===== src/rtl/st_delimiter_extractor.sv =====
// Strips SOP/EOP delimiter words out of an Avalon-ST stream and forwards only data words.
// Each delimiter is queued with its type and the frame's data-word count for software to read.
module st_delimiter_extractor #(
  parameter int WIDTH     = 8,
  parameter int DEPTH     = 4,
  parameter int CNT_WIDTH = 16
) (
  input  logic                 clock,
  input  logic                 reset_n,
  output logic                 in_ready,
  input  logic                 in_valid,
  input  logic [WIDTH-1:0]     in_data,
  input  logic                 in_sop,
  input  logic                 in_eop,
  input  logic                 out_ready,
  output logic                 out_valid,
  output logic [WIDTH-1:0]     out_data,
  input  logic                 delim_read,
  output logic                 delim_waitrequest,
  output logic [WIDTH-1:0]     delim_readdata,
  output logic                 delim_is_eop,
  output logic [CNT_WIDTH-1:0] delim_count,
  output logic                 proto_err,
  input  logic                 err_clear,
  output logic                 dbg_inside
);

  localparam int AW = (DEPTH > 1) ? $clog2(DEPTH) : 1;
  localparam logic [AW:0] FULL_OCC = (AW+1)'(DEPTH);

  typedef enum logic {
    OUTSIDE = 1'b0,
    INSIDE  = 1'b1
  } state_e;

  state_e               state_q, state_d;
  logic [CNT_WIDTH-1:0] cnt_q, cnt_d;
  logic                 err_q, err_d;
  logic                 err_set;

  logic                 out_valid_q, out_valid_d;
  logic [WIDTH-1:0]     out_data_q, out_data_d;

  logic [WIDTH-1:0]     mem_data_q [DEPTH];
  logic                 mem_eop_q  [DEPTH];
  logic [CNT_WIDTH-1:0] mem_cnt_q  [DEPTH];
  logic [AW-1:0]        rd_ptr_q, wr_ptr_q;
  logic [AW:0]          occ_q;

  logic                 fifo_full, fifo_empty;
  logic                 accept, acc_sop, acc_eop, acc_data;
  logic                 push, pop;
  logic [CNT_WIDTH-1:0] push_cnt;

  // Handshakes: a transfer happens on any edge where valid and ready are both 1;
  // ready never looks at valid, and a delim_read is honoured only while waitrequest is 0.
  assign fifo_full  = (occ_q == FULL_OCC);
  assign fifo_empty = (occ_q == '0);
  assign in_ready   = reset_n & (~out_valid_q | out_ready) & ~fifo_full;
  assign accept     = in_valid & in_ready;
  assign acc_eop    = accept & in_eop;
  assign acc_sop    = accept & in_sop & ~in_eop;
  assign acc_data   = accept & ~in_sop & ~in_eop;
  assign push       = acc_sop | acc_eop;

  assign delim_waitrequest = fifo_empty | ~reset_n;
  assign pop               = delim_read & ~delim_waitrequest;

  assign delim_readdata = fifo_empty ? '0   : mem_data_q[rd_ptr_q];
  assign delim_is_eop   = fifo_empty ? 1'b0 : mem_eop_q[rd_ptr_q];
  assign delim_count    = fifo_empty ? '0   : mem_cnt_q[rd_ptr_q];

  assign out_valid  = out_valid_q;
  assign out_data   = out_data_q;
  assign proto_err  = err_q;
  assign dbg_inside = (state_q == INSIDE);

  always_ff @(posedge clock) begin
    if (!reset_n) begin
      state_q <= OUTSIDE;
      cnt_q   <= '0;
      err_q   <= 1'b0;
    end else begin
      state_q <= state_d;
      cnt_q   <= cnt_d;
      err_q   <= err_d;
    end
  end

  always_comb begin
    state_d = state_q;
    case (state_q)
      OUTSIDE: if (acc_sop) state_d = INSIDE;
      INSIDE:  if (acc_eop) state_d = OUTSIDE;
      default: state_d = OUTSIDE;
    endcase
  end

  always_comb begin
    cnt_d    = cnt_q;
    push_cnt = '0;
    err_set  = 1'b0;
    case (state_q)
      OUTSIDE: begin
        if (acc_sop) cnt_d = '0;
        if (acc_eop) err_set = 1'b1;
      end
      INSIDE: begin
        if (acc_data && (cnt_q != '1)) cnt_d = cnt_q + CNT_WIDTH'(1);
        if (acc_sop) begin
          cnt_d   = '0;
          err_set = 1'b1;
        end
        if (acc_eop) push_cnt = cnt_q;
      end
      default: ;
    endcase
    // A word flagged both SOP and EOP is handled as EOP but is always an error.
    if (accept && in_sop && in_eop) err_set = 1'b1;
    err_d = err_set ? 1'b1 : (err_clear ? 1'b0 : err_q);
  end

  always_comb begin
    out_valid_d = out_valid_q;
    out_data_d  = out_data_q;
    if (out_ready) out_valid_d = 1'b0;
    if (acc_data) begin
      out_valid_d = 1'b1;
      out_data_d  = in_data;
    end
  end

  always_ff @(posedge clock) begin
    if (!reset_n) begin
      out_valid_q <= 1'b0;
      out_data_q  <= '0;
    end else begin
      out_valid_q <= out_valid_d;
      out_data_q  <= out_data_d;
    end
  end

  always_ff @(posedge clock) begin
    if (push) begin
      mem_data_q[wr_ptr_q] <= in_data;
      mem_eop_q[wr_ptr_q]  <= in_eop;
      mem_cnt_q[wr_ptr_q]  <= push_cnt;
    end
  end

  always_ff @(posedge clock) begin
    if (!reset_n) begin
      rd_ptr_q <= '0;
      wr_ptr_q <= '0;
      occ_q    <= '0;
    end else begin
      if (push) wr_ptr_q <= wr_ptr_q + AW'(1);
      if (pop)  rd_ptr_q <= rd_ptr_q + AW'(1);
      case ({push, pop})
        2'b10:   occ_q <= occ_q + (AW+1)'(1);
        2'b01:   occ_q <= occ_q - (AW+1)'(1);
        default: ;
      endcase
    end
  end

endmodule


===== config.mk =====
export PLATFORM = sky130hd
export DESIGN_NAME = st_delimiter_extractor
export DESIGN_NICKNAME = d
export VERILOG_FILES = /design/src/rtl/st_delimiter_extractor.sv
export SDC_FILE = /design/constraint.sdc
export NUM_CORES = 1
export LEC_CHECK = 0
export CORE_AREA = 2 2 130 132
export CTS_CLUSTER_SIZE = 24
export DETAILED_ROUTE_END_ITERATION = 8
export DIE_AREA = 0 0 132 134
export HOLD_SLACK_MARGIN = 0.08
export SYNTH_ARGS = -nofsm -noshare
export SYNTH_HDL_FRONTEND = slang
export SYNTH_SLANG_ARGS = --single-unit

===== constraint.sdc =====
create_clock -name clock -period 4.1 [get_ports clock]
set_clock_uncertainty 0.05 [all_clocks]
set_input_delay 0.82 -clock clock [delete_from_list [all_inputs] [get_ports clock]]
set_output_delay 0.82 -clock clock [all_outputs]
set_load 0.01 [all_outputs]

==> metrics <==
met2 Usage GRT=21.1%; CTS root buf=clkbuf_16; worst-skew pair later-pin latency=0.43 ns; leakage=2.37 nW; Finished Layout Cells=665; number of gates resized after cts=0; synthesis-stage register bit count=136; final setup vio count=0; worst endpoint data arrival time=2.51 ns; status=complete, no violations; drt pass-1 iters=4; synth unique cells=46; Synth top area share=53.7%; Synth warnings=0; Initial Utilization=34.3%; sequential share of the synthesized area=66.6%; Inserted Clock Buffers=17; EDFF count, synth=100; gr usage total=13.2%; vias per cell=4.84; H-Tree Depth=4; vias in the first global route=3293; DRC errors left=0; ANT nets after route=0; Rel. slew slack=39.5%; initial antenna violation count=0; share of layout cells above drive strength 1=16.0%; Hold Path Class=reg -> reg; critical path endpoint category=output port; die area=17700 µm²; GR Util met1=16.2%; post-synth top area cell=edfxtp_1; Post-Route WL=10900 µm; M3 GR Usage=4.23%; sum of negative setup slack=0 ns; pin count of the biggest net entering global routing=29; share of async-settable or async-resettable flops after synthesis=0%; postcts setup bufs=0; Die Width=132 µm; hpwl dp=6780 µm; CP required=3.23 ns; Syn Inst Count=367; Mean Syn Cell Area=15.2 µm²; hold_buf cts=0; ant diodes=0; Iter 0 DRT Violations=294; unrepaired setup endpoints after global routing=false; layer with the highest usage=met2; Fmax=295 MHz; CTS tree=yes; Fin. Hold Viols=0; WL per Instance=16.4 µm; PD cells=491 nW/µm²; post-synth design cell area=5590 µm²; clk buf depth=2; max_cap viols=0; core area=16300 µm²; top_reg_cell synth=edfxtp_1; first-pass GRT wire length=17400 µm; port bufs=53; Critical Path Source Type=register; Placed Cells=633; layout overhead on the synthesized area=25.9%; I/O pin cnt=54; Final Cycle Share=82.5%; row cnt=47; syn_nets=390; # fillers=1462; Placer Congestion=0.737; Clock transition at path regs=0.06 ns; synth top area cells=edfxtp_1, dfxtp_1, mux4_2; grt ovf=0; fin crit period=3.38 ns; utilization after layout=43.2%; Max IR drop VDD=307 µV; via count=3219; Layout Nets=455; crit path kind=reg -> out; Die Y=134 µm; # clock sinks=136; Max FO, Critical Path=21; Worst Tran Pin Value=0.908 ns; Pins Over Slew Limit=0
==> layer usage <==
metal	wire length (µm)	up-vias
li1	-	1522
met1	4910	1607
met2	5250	71
met3	495	19
met4	233	0
met5	0	-
==> power breakdown <==
part / switching [W] / internal [W] / total (W) / leakage, nW
Clock: 0.000562 / 0.00110 / 0.00167 / 0.312
Combinational: 0.000130 / 0.000154 / 0.000284 / 0.868
Sequential: 0.0000152 / 0.00149 / 0.00151 / 1.19
==> flip-flops by register name (all words and copies together) (netlist names), named ones only <==
signal / count
cnt_q: 16
dbg_inside: 1
mem_cnt_q: 64
mem_data_q: 32
mem_eop_q: 4
occ_q: 3
out_data: 8
out_valid: 1
proto_err: 1
rd_ptr_q: 2
wr_ptr_q: 2
==> final timing paths <==
path | from | endpoint | depth (start not counted) | slack [ns]
min | cnt_q[12]$_SDFFE_PN0P_ | cnt_q[12]$_SDFFE_PN0P_ | 1 | 0.43
max | register | delim_count[0] | 4 | 0.72
min reg2reg | cnt_q[12]$_SDFFE_PN0P_ | cnt_q[12]$_SDFFE_PN0P_ | 1 | 0.43
max reg2reg | occ_q[1]$_SDFFE_PN0P_ | occ_q[2]$_SDFFE_PN0P_ | 8 | 1.30
==> cells by family after synthesis <==
kind of cell | after synthesis | synth area share, %
adder cells (fa/ha/maj) | 7 | 1.70
flip-flops | 136 | 66.6
AO/OA/AOI/OAI | 29 | 3.60
XOR/XNOR | 5 | 0.783
AND/OR/NAND/NOR | 130 | 13.0
multiplexers | 39 | 12.6
buffers and inverters | 21 | 1.70
==> cells in the mapped netlist, drive strengths merged, types with 4 or more instances <==
cell type	number
edfxtp	100
and2	47
dfxtp	36
mux4	25
nor2	25
nand2	20
mux2i	14
nand3	10
clkbuf	9
a21oi	7
and3	6
buf	6
ha	6
inv	6
o211ai	5
o21ai	4
==> cell usage in the layout (no fill, tap or decap), types with 4 or more instances in the layout <==
master           instances
inv_1                    6
ha_1                     6
and2_1                  46
o211ai_1                 5
o21ai_0                  4
nor2_1                  25
nand3_1                 10
buf_4                    8
a21oi_1                  6
and3_1                   6
clkbuf_16               17
bufinv_16                5
mux4_2                  25
clkdlybuf4s50_1         53
mux2i_1                 14
nand2_1                 20
edfxtp_1               100
dfxtp_1                 35
==> area by class of cell <==
type | instances | area (µm²) | area share [%]
clock inverter | 13 | 200 | 2.84
inverter | 6 | 22.5 | 0.320
sequential | 136 | 3720 | 52.9
tap | 220 | 275 | 3.91
multi-input combinational | 210 | 1770 | 25.2
timing repair buffer | 61 | 591 | 8.39
clock buffer | 19 | 453 | 6.43
==> critical path, cell delays in order (launching register included) <==
cell	delay [ns]
dfxtp_2	0.42
buf_4	0.43
mux4_2	0.59
and2_1	0.17
clkdlybuf4s50_1	0.48
==> through the flow <==
step / instance area (µm²) / setup WS [ns] / total power, W / hold slack (ns)
after floorplan: 5590 / 1.33 / 0.00170 / 0.396
after global placement: 6390 / 0.541 / 0.00182 / 0.425
after detailed placement: 6390 / 0.400 / 0.00183 / 0.422
after CTS: 7040 / 0.628 / 0.00349 / 0.435
after global routing: 7040 / 0.535 / 0.00358 / 0.460
final: 7040 / 0.716 / 0.00346 / 0.432
No activity file was read; power rests on OpenSTA's default activity.
